`src/rtl/door_controller_ext_if.sv`:
```
// Sensor/motor bundle between the door sensors, the controller and the motor driver.
// master = sensor/test side, slave = controller.
interface door_controller_ext_if;
  logic       Activate;
  logic       UP_Max;
  logic       DN_Max;
  logic       Obstruct;
  logic       UP_Motor;
  logic       DN_Motor;
  logic       Fault;
  logic [2:0] State_Out;

  modport master (
    output Activate, UP_Max, DN_Max, Obstruct,
    input  UP_Motor, DN_Motor, Fault, State_Out
  );

  modport slave (
    input  Activate, UP_Max, DN_Max, Obstruct,
    output UP_Motor, DN_Motor, Fault, State_Out
  );
endinterface

```
`src/rtl/door_controller_ext.sv`:
```
// Garage-door Moore controller: edge-detected push-button, stop/reverse, obstruction
// safety-reverse, motion watchdog with latched fault, optional auto-close.
module door_controller_ext #(
  parameter int MOVE_TIMEOUT = 1000,
  parameter int AUTO_CLOSE   = 500,
  parameter int CNT_W        = 16
) (
  input logic                 CLK,
  input logic                 RST,
  door_controller_ext_if.slave bus
);

  typedef enum logic [2:0] {
    IDLE      = 3'd0,
    MV_UP     = 3'd1,
    MV_DN     = 3'd2,
    STOPPED   = 3'd3,
    OPEN_HOLD = 3'd4,
    FAULT     = 3'd5
  } state_t;

  localparam bit             AC_EN    = (AUTO_CLOSE > 0);
  localparam logic [CNT_W-1:0] TMO_LAST = CNT_W'(MOVE_TIMEOUT - 1);
  localparam logic [CNT_W-1:0] AC_LAST  = CNT_W'(AC_EN ? AUTO_CLOSE - 1 : 0);
  // With auto-close disabled a fully opened door simply parks in IDLE.
  localparam state_t         UP_DONE  = state_t'(AC_EN ? OPEN_HOLD : IDLE);

  state_t           state, nxt;
  logic [CNT_W-1:0] timer;
  logic             act_prev;
  logic             last_dir;

  logic act, up_lim, dn_lim, obs;
  logic act_pulse, both_lim, tmo_hit, ac_hit;

  assign act       = bus.Activate;
  assign up_lim    = bus.UP_Max;
  assign dn_lim    = bus.DN_Max;
  assign obs       = bus.Obstruct;
  assign act_pulse = act & ~act_prev;
  assign both_lim  = up_lim & dn_lim;
  assign tmo_hit   = (timer == TMO_LAST);
  assign ac_hit    = AC_EN && (timer == AC_LAST);

  always_comb begin
    nxt = IDLE;
    case (state)
      IDLE: begin
        if (!act_pulse)    nxt = IDLE;
        else if (both_lim) nxt = FAULT;
        else if (up_lim)   nxt = MV_DN;
        else               nxt = MV_UP;
      end
      MV_UP: begin
        if (both_lim)       nxt = FAULT;
        else if (up_lim)    nxt = UP_DONE;
        else if (tmo_hit)   nxt = FAULT;
        else if (act_pulse) nxt = STOPPED;
        else                nxt = MV_UP;
      end
      MV_DN: begin
        if (both_lim)       nxt = FAULT;
        else if (dn_lim)    nxt = IDLE;
        else if (obs)       nxt = MV_UP;
        else if (tmo_hit)   nxt = FAULT;
        else if (act_pulse) nxt = STOPPED;
        else                nxt = MV_DN;
      end
      STOPPED: begin
        nxt = STOPPED;
        // Reopening is always allowed; closing waits for a clear beam.
        if (act_pulse) begin
          if (last_dir)  nxt = MV_UP;
          else if (!obs) nxt = MV_DN;
        end
      end
      OPEN_HOLD: begin
        nxt = OPEN_HOLD;
        if (!obs && (act_pulse || ac_hit)) nxt = MV_DN;
      end
      FAULT:   nxt = FAULT;
      default: nxt = IDLE;
    endcase
  end

  always_ff @(posedge CLK) begin
    if (RST) begin
      state         <= IDLE;
      timer         <= '0;
      act_prev      <= 1'b0;
      last_dir      <= 1'b0;
      bus.UP_Motor  <= 1'b0;
      bus.DN_Motor  <= 1'b0;
      bus.Fault     <= 1'b0;
      bus.State_Out <= 3'd0;
    end else begin
      state    <= nxt;
      act_prev <= act;

      // A broken beam keeps the auto-close countdown parked at zero.
      if (nxt != state)                   timer <= '0;
      else if (state == OPEN_HOLD && obs) timer <= '0;
      else if (timer != '1)               timer <= timer + 1'b1;

      if (nxt == MV_UP)      last_dir <= 1'b0;
      else if (nxt == MV_DN) last_dir <= 1'b1;

      bus.UP_Motor  <= (nxt == MV_UP);
      bus.DN_Motor  <= (nxt == MV_DN);
      bus.Fault     <= (nxt == FAULT);
      bus.State_Out <= nxt;
    end
  end

endmodule

```
`src/flat_wrapper.sv`:
```
// flat-port wrapper written by rule: the top's interface ports become plain ports
module door_controller_ext_flat 
#(
  parameter int MOVE_TIMEOUT = 1000,
  parameter int AUTO_CLOSE   = 500,
  parameter int CNT_W        = 16
)
  (CLK, RST, bus_Activate, bus_UP_Max, bus_DN_Max, bus_Obstruct, bus_UP_Motor, bus_DN_Motor, bus_Fault, bus_State_Out);
  door_controller_ext_if bus_i ();
  input logic CLK;
  input logic RST;
  input wire logic [$bits(bus_i.Activate)-1:0] bus_Activate;
  input wire logic [$bits(bus_i.UP_Max)-1:0] bus_UP_Max;
  input wire logic [$bits(bus_i.DN_Max)-1:0] bus_DN_Max;
  input wire logic [$bits(bus_i.Obstruct)-1:0] bus_Obstruct;
  output wire logic [$bits(bus_i.UP_Motor)-1:0] bus_UP_Motor;
  output wire logic [$bits(bus_i.DN_Motor)-1:0] bus_DN_Motor;
  output wire logic [$bits(bus_i.Fault)-1:0] bus_Fault;
  output wire logic [$bits(bus_i.State_Out)-1:0] bus_State_Out;
  assign bus_i.Activate = bus_Activate;
  assign bus_i.UP_Max = bus_UP_Max;
  assign bus_i.DN_Max = bus_DN_Max;
  assign bus_i.Obstruct = bus_Obstruct;
  assign bus_UP_Motor = bus_i.UP_Motor;
  assign bus_DN_Motor = bus_i.DN_Motor;
  assign bus_Fault = bus_i.Fault;
  assign bus_State_Out = bus_i.State_Out;
  door_controller_ext #(.MOVE_TIMEOUT(MOVE_TIMEOUT), .AUTO_CLOSE(AUTO_CLOSE), .CNT_W(CNT_W)) u_core (.CLK(CLK), .RST(RST), .bus(bus_i));
endmodule
```
`config.mk`:
```
export PLATFORM = sky130hd
export DESIGN_NAME = door_controller_ext_flat
export DESIGN_NICKNAME = d
export VERILOG_FILES = /design/src/rtl/door_controller_ext_if.sv /design/src/rtl/door_controller_ext.sv /design/src/flat_wrapper.sv
export SDC_FILE = /design/constraint.sdc
export NUM_CORES = 1
export LEC_CHECK = 0
export BUFFER_PORTS_ARGS = -buffer_cell sky130_fd_sc_hd__buf_2
export CAP_MARGIN = 20
export CORE_MARGIN = 2
export CORE_UTILIZATION = 41
export CTS_BUF_LIST = sky130_fd_sc_hd__clkbuf_8
export CTS_CLUSTER_SIZE = 12
export DETAILED_ROUTE_END_ITERATION = 8
export PLACE_DENSITY = 0.7
export SLEW_MARGIN = 20
export SYNTH_ARGS = -nofsm -noshare
export SYNTH_HDL_FRONTEND = slang
export SYNTH_SLANG_ARGS = --single-unit
```
`constraint.sdc`:
```
create_clock -name CLK -period 1.8 [get_ports CLK]
set_input_delay 0.09 -clock CLK [delete_from_list [all_inputs] [get_ports CLK]]
set_output_delay 0.09 -clock CLK [all_outputs]
set_load 0.05 [all_outputs]
```
# Word-level counts from Yosys, hierarchy flattened
# Cells that the tools add are included.
[classes]
n_eq_ne = 12
n_mux = 17
bitwise_logic = 3
reduce_logical = 7
add_sub_neg = 1
[ops]
columns = ["operator", "count"]
rows = [
  ["$mux W3", 12],
  ["$pmux W3 S6", 1],
  ["$add A16 B1 Y16 const B", 1],
  ["$eq A16 B10 Y1 const B", 1],
  ["$eq A16 B9 Y1 const B", 1],
  ["$ne A16 B16 Y1 const B", 1],
  ["$eq A3 B2 Y1 const B", 3],
  ["$eq A3 B3 Y1 const B", 3],
  ["$eq A3 B1 Y1 const B", 2],
  ["$mux W2", 2],
  ["$logic_not A3 Y1", 1],
  ["$ne A3 B3 Y1", 1],
  ["$reduce_or A3 Y1", 1],
  ["$and A1 B1 Y1", 2],
  ["$logic_and A1 B1 Y1", 2],
  ["$mux W1", 2],
  ["$reduce_or A2 Y1", 1],
  ["$logic_not A1 Y1", 1],
  ["$logic_or A1 B1 Y1", 1],
  ["$not A1 Y1", 1],
]
[word_totals]
wordCells = 47
regBits = 24
output_inout_bits = 6

# Depth between registers and ports, before layout
# Gate-level depths: netlist of the first run.
[logic_depth]
depth_word = 10
depth_mapped = 8

# Worst setup path before layout of the first run
# No wires, ideal clock.
[synth_timing]
kind = "reg-to-reg"
start = "register u_core.bus.State_Out[1] (netlist name)"
end = "register u_core.timer[15]"
stages_incl_launch_ff = 9
path_slack_ps = -516
t_arrival_ps = 2252
n_path_buf = 2
required_time_ps = 1736
setup_ps = 64
path_cell_list = "dfxtp_1 -> buf_2 -> or3b_2 -> o22ai_1 -> or2_2 -> o31ai_1 -> o2111ai_4 -> buf_6 -> nor2_1"
[synth_rtl]
columns = ["element", "line_no", "rtl"]
rows = [
  ["to (signal assigned)", "door_controller_ext.sv:103", "else if (timer != '1) timer <= timer + 1'b1;"],
  ["to (decl)", "door_controller_ext.sv:29", "logic [CNT_W-1:0] timer;"],
]

# Final worst setup path of the first run
[layout_timing]
start = "register u_core.timer[14]"
end = "register u_core.timer[12]"
[layout_via]
elab_chain_cells = 8
elab_cells_between_ends = 16
[layout_rtl]
columns = ["element", "line_no", "rtl"]
rows = [
  ["$eq A16 B10 Y1", "door_controller_ext.sv:42", "assign tmo_hit = (timer == TMO_LAST);"],
  ["$mux W3", "door_controller_ext.sv:65", "else if (tmo_hit) nxt = FAULT;"],
  ["$mux W3", "door_controller_ext.sv:64", "else if (obs) nxt = MV_UP;"],
  ["$mux W3", "door_controller_ext.sv:63", "else if (dn_lim) nxt = IDLE;"],
  ["$mux W3", "door_controller_ext.sv:62", "if (both_lim) nxt = FAULT;"],
  ["$pmux W3 S6", "door_controller_ext.sv:47", "case (state)"],
  ["$ne A3 B3 Y1", "door_controller_ext.sv:101", "if (nxt != state) timer <= '0;"],
  ["$reduce_or A3 Y1 (no line)", "n/a", ""],
]
# Parallel ways exist; a longest one is shown, timed or not.
# A chain may end at the register's enable or synchronous reset.

==> flow_summary.json, run 1 <==
{
  "crit_arrival_ns": 2.17,
  "final_max_slew_viol_count": 0,
  "clockBufferDepth": 2,
  "worst_setup_path_start_kind": "flip-flop",
  "p_total_mw": 1.37,
  "worst_setup_path_end_kind": "flip-flop",
  "grt_pass1_vias": 1352,
  "initial_core_util_pct": 43.9,
  "peakVddDrop_v": 0.000476,
  "crit_chain": "nor4_4 > buf_4 > nand4_1 > buf_4 > a211o_2 > o311a_4 > o2111ai_4 > buf_12 > nor2_1",
  "cp_max_fo": 8,
  "swShare_pct": 31.9,
  "report.final.setup_viol": 21,
  "hpwlAfterDp_microns": 2660,
  "fin_ws_ns": -0.215,
  "skew_ns": 0.00195,
  "maxSlewHeadroom_pct": 70.9,
  "drive_gt1_share_pct": 40.3,
  "worstHoldPathType": "in2reg",
  "finalCritPeriodShare_pct": 112,
  "drtIter0Drc": 69,
  "die-width_microns": 61.6,
  "core_sq_mm": 0.00310,
  "worstMarginPinSlew_ns": 0.433,
  "rsz0062_at_grt": "yes",
  "cts.clk_slew.worst_paths_ns": 0.08,
  "cts.htree.levels": 1,
  "violations": "negative setup slack",
  "wire_per_inst_microns": 14.1,
  "status": "finished, violations left",
  "clock_sinks": 24,
  "crit_slowest_cell": "dfxtp_2",
  "io_pins": 12,
  "ys_async_sr_fraction_pct": 0,
  "p_leak_nw": 0.794,
  "port_buffers": 11,
  "worstSetupPathType": "reg2reg",
  "fin_area_sq_mm": 0.00196,
  "crit_required_ns": 1.96,
  "crit_top_cell": "buf_4",
  "whs_ns": 0.0969,
  "gp_congestion": 0.861,
  "worst_skew_pair.late_latency_ns": 0.26,
  "multi_input_area_sq_um": 937,
  "fin_nets": 224,
  "synth_top_area_share_pct": 35.3,
  "gr-total-overflow": 0,
  "setup-tns-final_ns": -3.67,
  "fin_crit_ns": 2.01,
  "synthCells": 163,
  "p_comb_share_pct": 33.7,
  "finalHoldViolCount": 0,
  "seq_area_frac_synth_pct": 35.3,
  "cpPeakStageDelay_ns": 0.34,
  "yosys_most_used_dff": "dfxtp_1",
  "syn-cell-area_sq_mm": 0.00136,
  "yosys-top-cells-area": "dfxtp_1, nor2_1, xor2_1",
  "ys_warn_count": 0,
  "n_fill_cell": 273,
  "dpl_cell_area_sq_mm": 0.00177,
  "synth.distinct_cells": 45,
  "yosysTopAreaCell": "dfxtp_1",
  "diodes": 0,
  "power_density_mw_per_mm2": 695,
  "r2r_slack_ns": -0.21,
  "power.net_switching_mw": 0.436,
  "seq_area_sq_um": 493,
  "synth_nets": 170,
  "avgSynthCellArea_sq_um": 8.35,
  "clockPowerShare_pct": 23.3,
  "max_freq_mhz": 496,
  "area_growth_pct": 44.2,
  "pre_cts_slack_ns": -0.467,
  "synth_enable_flop_cells": 0,
  "final_core_util_pct": 63.3,
  "fp-row-count": 20,
  "antenna_found_initial": 0,
  "grt_max_degree": 14,
  "cts_hold_buf": 0,
  "route.detailed.drc": 0,
  "cts-root-buf": "clkbuf_8",
  "dieArea_sq_mm": 0.00380,
  "dp.cells": 252,
  "drt-pass1-iter-count": 4,
  "final-instance-count-excl-fill": 260,
  "antenna_left": 0,
  "cap_violations": 0,
  "grt_pass1_wl_microns": 6100,
  "seq_power_share_pct": 43.0,
  "wirelength_microns": 3680,
  "grt_util_all_layers_pct": 22.1,
  "p_int_mw": 0.929,
  "vias": 1391,
  "via_per_inst": 5.35,
  "die_h_microns": 61.6,
  "ys_ff_latch": 24,
  "cp_top_family": "compound AO/OA/AOI/OAI gates",
  "crit_buf_inv": 3,
  "cts_tree": "done",
  "cts_buffers": 3
}
[cells in the mapped netlist (all sizes together) (3+ instances only)]
| cell type | count |
|---|---|
| o22ai | 3 |
| nor4 | 3 |
| nand3 | 8 |
| o21ai | 4 |
| o31ai | 3 |
| mux2i | 3 |
| nand3b | 3 |
| nand2 | 10 |
| a21oi | 5 |
| nor3 | 6 |
| nor2b | 6 |
| xor2 | 9 |
| dfxtp | 24 |
| nand2b | 5 |
| or3b | 3 |
| inv | 4 |
| nor2 | 27 |
| buf | 4 |
| nand4 | 4 |
[power groups by stage]
stage	registers [mW]	logic, mW	clock network, mW
after floorplan	0.640	0.207	0
after global placement	0.589	0.366	0
after detailed placement	0.592	0.373	0
after CTS	0.585	0.451	0.332
after global routing	0.591	0.496	0.355
final	0.587	0.461	0.318
[final timing paths]
check,start,to,depth (start not counted)
min,RST,u_core.bus.State_Out[0],2
min reg2reg,u_core.timer[5],u_core.timer[5],3
max,u_core.timer[14],u_core.timer[12],9
max reg2reg,u_core.timer[14],u_core.timer[12],9
[layout make-up]
| cell class | count | share of cell area (%) |
|---|---|---|
| multi-input cells | 129 | 47.7 |
| flip-flops and latches | 24 | 25.1 |
| repair buffers | 55 | 21.3 |
| well taps | 44 | 2.80 |
| clock buffers | 3 | 2.10 |
| inverters | 4 | 0.765 |
| clock inverters | 1 | 0.191 |
[registers in the layout (all words and copies together) (netlist names)]
name / cells
u_core.act_prev: 1
u_core.bus.DN_Motor: 1
u_core.bus.Fault: 1
u_core.bus.State_Out: 3
u_core.bus.UP_Motor: 1
u_core.last_dir: 1
u_core.timer: 16
[routing by layer]
metal | share of wire, % | vias up | global-route usage (%)
li1 | - | 697 | -
met1 | 43 | 654 | 27.9
met2 | 52 | 31 | 38.8
met3 | 3.7 | 9 | 2.94
met4 | 1.5 | 0 | 7.29
met5 | 0 | - | 0
[cells in the final DEF, fill, tap and decap left out, drive strengths merged, types with 3 or more instances in the layout]
| master | n |
|---|---|
| or3b | 3 |
| buf | 55 |
| nand3 | 8 |
| o21ai | 4 |
| nor2 | 27 |
| inv | 4 |
| o22ai | 3 |
| nand3b | 3 |
| mux2i | 3 |
| nand2b | 5 |
| nor4 | 3 |
| a21oi | 5 |
| clkbuf | 3 |
| o31ai | 3 |
| xor2 | 9 |
| nand2 | 10 |
| nor2b | 6 |
| nor3 | 6 |
| dfxtp | 24 |
| nand4 | 4 |
[kinds of logic (layout without fill, tap and decap cells)]
family | count (synthesis) | in the layout | share of synthesized area (%)
simple gates | 89 | 89 | 35.8
compound gates | 26 | 26 | 15.3
flops | 24 | 24 | 35.3
xor+xnor | 10 | 10 | 6.43
buf+inv | 10 | 63 | 4.04
mux | 3 | 3 | 2.21
fa+ha+maj | 1 | 1 | 0.919
[repair_timing]
action / 4_1_cts / 5_1_grt
gates cloned: 1 / 0
pin swaps: 6 / 2
setup endpoints to repair: 22 / 22
buffers inserted: 3 / 0
resized for setup: 18 / 3
(Power assumes the default switching activity.)
==> inputs of run 2 (changes only) <==
--- a/config.mk
+++ b/config.mk
@@ -13,6 +13,7 @@
 export CTS_CLUSTER_SIZE = 12
 export DETAILED_ROUTE_END_ITERATION = 8
 export PLACE_DENSITY = 0.7
+export RECOVER_POWER = 25
 export SLEW_MARGIN = 20
 export SYNTH_ARGS = -nofsm -noshare
 export SYNTH_HDL_FRONTEND = slang
==> constraint.sdc (replaced) <==
create_clock -name CLK -period 1.85 [get_ports CLK]
set_input_delay 0.0925 -clock CLK [delete_from_list [all_inputs] [get_ports CLK]]
set_output_delay 0.0925 -clock CLK [all_outputs]
set_load 0.05 [all_outputs]
==> run 2 against run 1 <==
The run still ends with negative setup slack left. Maximum frequency up 2.6%. Sequential cell count unchanged. Critical path depth down 1. Critical path type unchanged. Critical endpoint is now u_core.timer[6].
==> flow_summary.json, run 2 (synthesis results as in run 1) <==
{
  "antenna_found_initial": 0,
  "status": "finished, violations left",
  "crit_slowest_cell": "dfxtp_2",
  "report.final.setup_viol": 18,
  "drive_gt1_share_pct": 44.4,
  "largest-register": "u_core.timer",
  "worstSetupPathType": "reg2reg",
  "grt_pass1_vias": 1416,
  "r2r_start": "u_core.timer[14]",
  "worstRegToRegCells": 8,
  "max_freq_mhz": 509,
  "finalCritPeriodShare_pct": 106,
  "cts_buffers": 3,
  "final_cell_mix": "buf_4, nor2_1, dfxtp_1, buf_2",
  "worst_skew_pair.late_latency_ns": 0.27,
  "crit_buf_inv": 2,
  "antenna_left": 0,
  "grt_pass1_wl_microns": 6390,
  "rr_endpoint": "u_core.timer[6]",
  "worstMarginPinSlew_ns": 0.587,
  "wirelength_microns": 3850,
  "cap_violations": 0,
  "peakVddDrop_v": 0.000421,
  "min_path_cells": 2,
  "skew_ns": 0.00854,
  "min-delay-start": "RST",
  "hpwlAfterDp_microns": 2700,
  "maxSlewHeadroom_pct": 61.0,
  "final-instance-count-excl-fill": 258,
  "r2r_slack_ns": -0.11,
  "worst_setup_path_end_kind": "flip-flop",
  "cp_max_fo": 8,
  "violations": "negative setup slack",
  "vias": 1406,
  "hold_end": "u_core.bus.State_Out[2]",
  "p_total_mw": 1.48,
  "via_per_inst": 5.45,
  "path_depth": 8,
  "largest_register_ffs": 16,
  "rsz0062_at_grt": "yes",
  "final_common_cell": "buf_4",
  "grt_util_all_layers_pct": 22.8,
  "crit_chain": "nor4_4 > buf_4 > nand4_1 > buf_6 > a41oi_2 > o311a_4 > o2111ai_4 > nor2_1",
  "dieArea_sq_mm": 0.00380,
  "diodes": 0,
  "cts_tree": "done",
  "initial_core_util_pct": 43.9,
  "p_leak_nw": 0.804,
  "power_density_mw_per_mm2": 729,
  "cpPeakStageDelay_ns": 0.34,
  "core_sq_mm": 0.00310,
  "fin_crit_ns": 1.96,
  "io_pins": 12,
  "cts-root-buf": "clkbuf_8",
  "whs_ns": 0.101,
  "route.detailed.drc": 0,
  "clockBufferDepth": 2,
  "area_growth_pct": 49.4,
  "die_h_microns": 61.6,
  "gr-total-overflow": 0,
  "crit_required_ns": 2.05,
  "fp-row-count": 20,
  "worstHoldPathType": "in2reg",
  "n_fill_cell": 275,
  "gp_congestion": 0.855,
  "final_core_util_pct": 65.6,
  "crit_arrival_ns": 2.16,
  "port_buffers": 11,
  "worst_setup_path_start_kind": "flip-flop",
  "final_max_slew_viol_count": 0,
  "cts.htree.levels": 1,
  "grt_max_degree": 15,
  "wire_per_inst_microns": 14.9,
  "drt-pass1-iter-count": 4,
  "fin_ws_ns": -0.113,
  "cts.clk_slew.worst_paths_ns": 0.09,
  "top_regs": "u_core.timer: 16 flops, u_core.bus.State_Out: 3 flops",
  "dp.cells": 250,
  "cp_top_family": "compound AO/OA/AOI/OAI gates",
  "fin_nets": 222,
  "finalHoldViolCount": 0,
  "clock_sinks": 24,
  "drtIter0Drc": 87,
  "die-width_microns": 61.6
}
==> run 2: worst max path at each step <==
stage / from / to / slack [ns]
2_1_floorplan: u_core.bus.State_Out[2] / u_core.timer[15] / -0.18
3_3_place_gp: u_core.timer[0] / u_core.timer[13] / -0.27
3_5_place_dp: u_core.timer[1] / u_core.timer[13] / -0.37
4_1_cts: u_core.bus.State_Out[0] / u_core.timer[6] / -0.09
5_1_grt: u_core.timer[14] / u_core.timer[13] / -0.17
6_report: u_core.timer[14] / u_core.timer[6] / -0.11
==> run 2: timing repair <==
action | 4_1_cts | 5_1_grt
hold buffers | 0 | 0
cloned | 1 | 0
buffers inserted | 4 | 0
pin swaps | 15 | 11
endpoints found under the setup margin | 22 | 21
gates resized for setup | 25 | 15
==> run 2: final cells by class <==
type | instances | area (sq um) | share of cell area, %
Clock buffer | 3 | 41.3 | 2.03
Tap cell | 44 | 55.1 | 2.71
Inverter | 4 | 15.0 | 0.738
Clock inverter | 1 | 30.0 | 1.48
Timing Repair Buffer | 52 | 365 | 18.0
Sequential cell | 24 | 493 | 24.2
Multi-Input combinational cell | 130 | 1030 | 50.9
==> run 2: per-layer routing <==
metal | routed length, microns | GRT usage (%) | vias to the layer above | part of all wire (%)
li1 | - | - | 694 | -
met1 | 1610 | 27.0 | 679 | 42
met2 | 2090 | 42.9 | 27 | 54
met3 | 103 | 3.15 | 6 | 2.7
met4 | 46 | 5.47 | 0 | 1.2
met5 | 0 | 0 | - | 0
==> run 2: power breakdown <==
part	internal, mW	switching [mW]	leakage (nW)
Clock	0.289	0.171	0.0357
Combinational	0.197	0.257	0.571
Sequential	0.545	0.0234	0.198
==> run 2: metrics by stage <==
step	setup TNS, ns	worst slack [ns]	area (sq um)
3_5_place_dp	-5.91	-0.371	1750
6_report	-1.38	-0.113	2030
5_1_grt	-2.73	-0.174	2030
4_1_cts	-0.968	-0.0852	1980
3_3_place_gp	-4.07	-0.267	1750
2_1_floorplan	-2.17	-0.178	1400
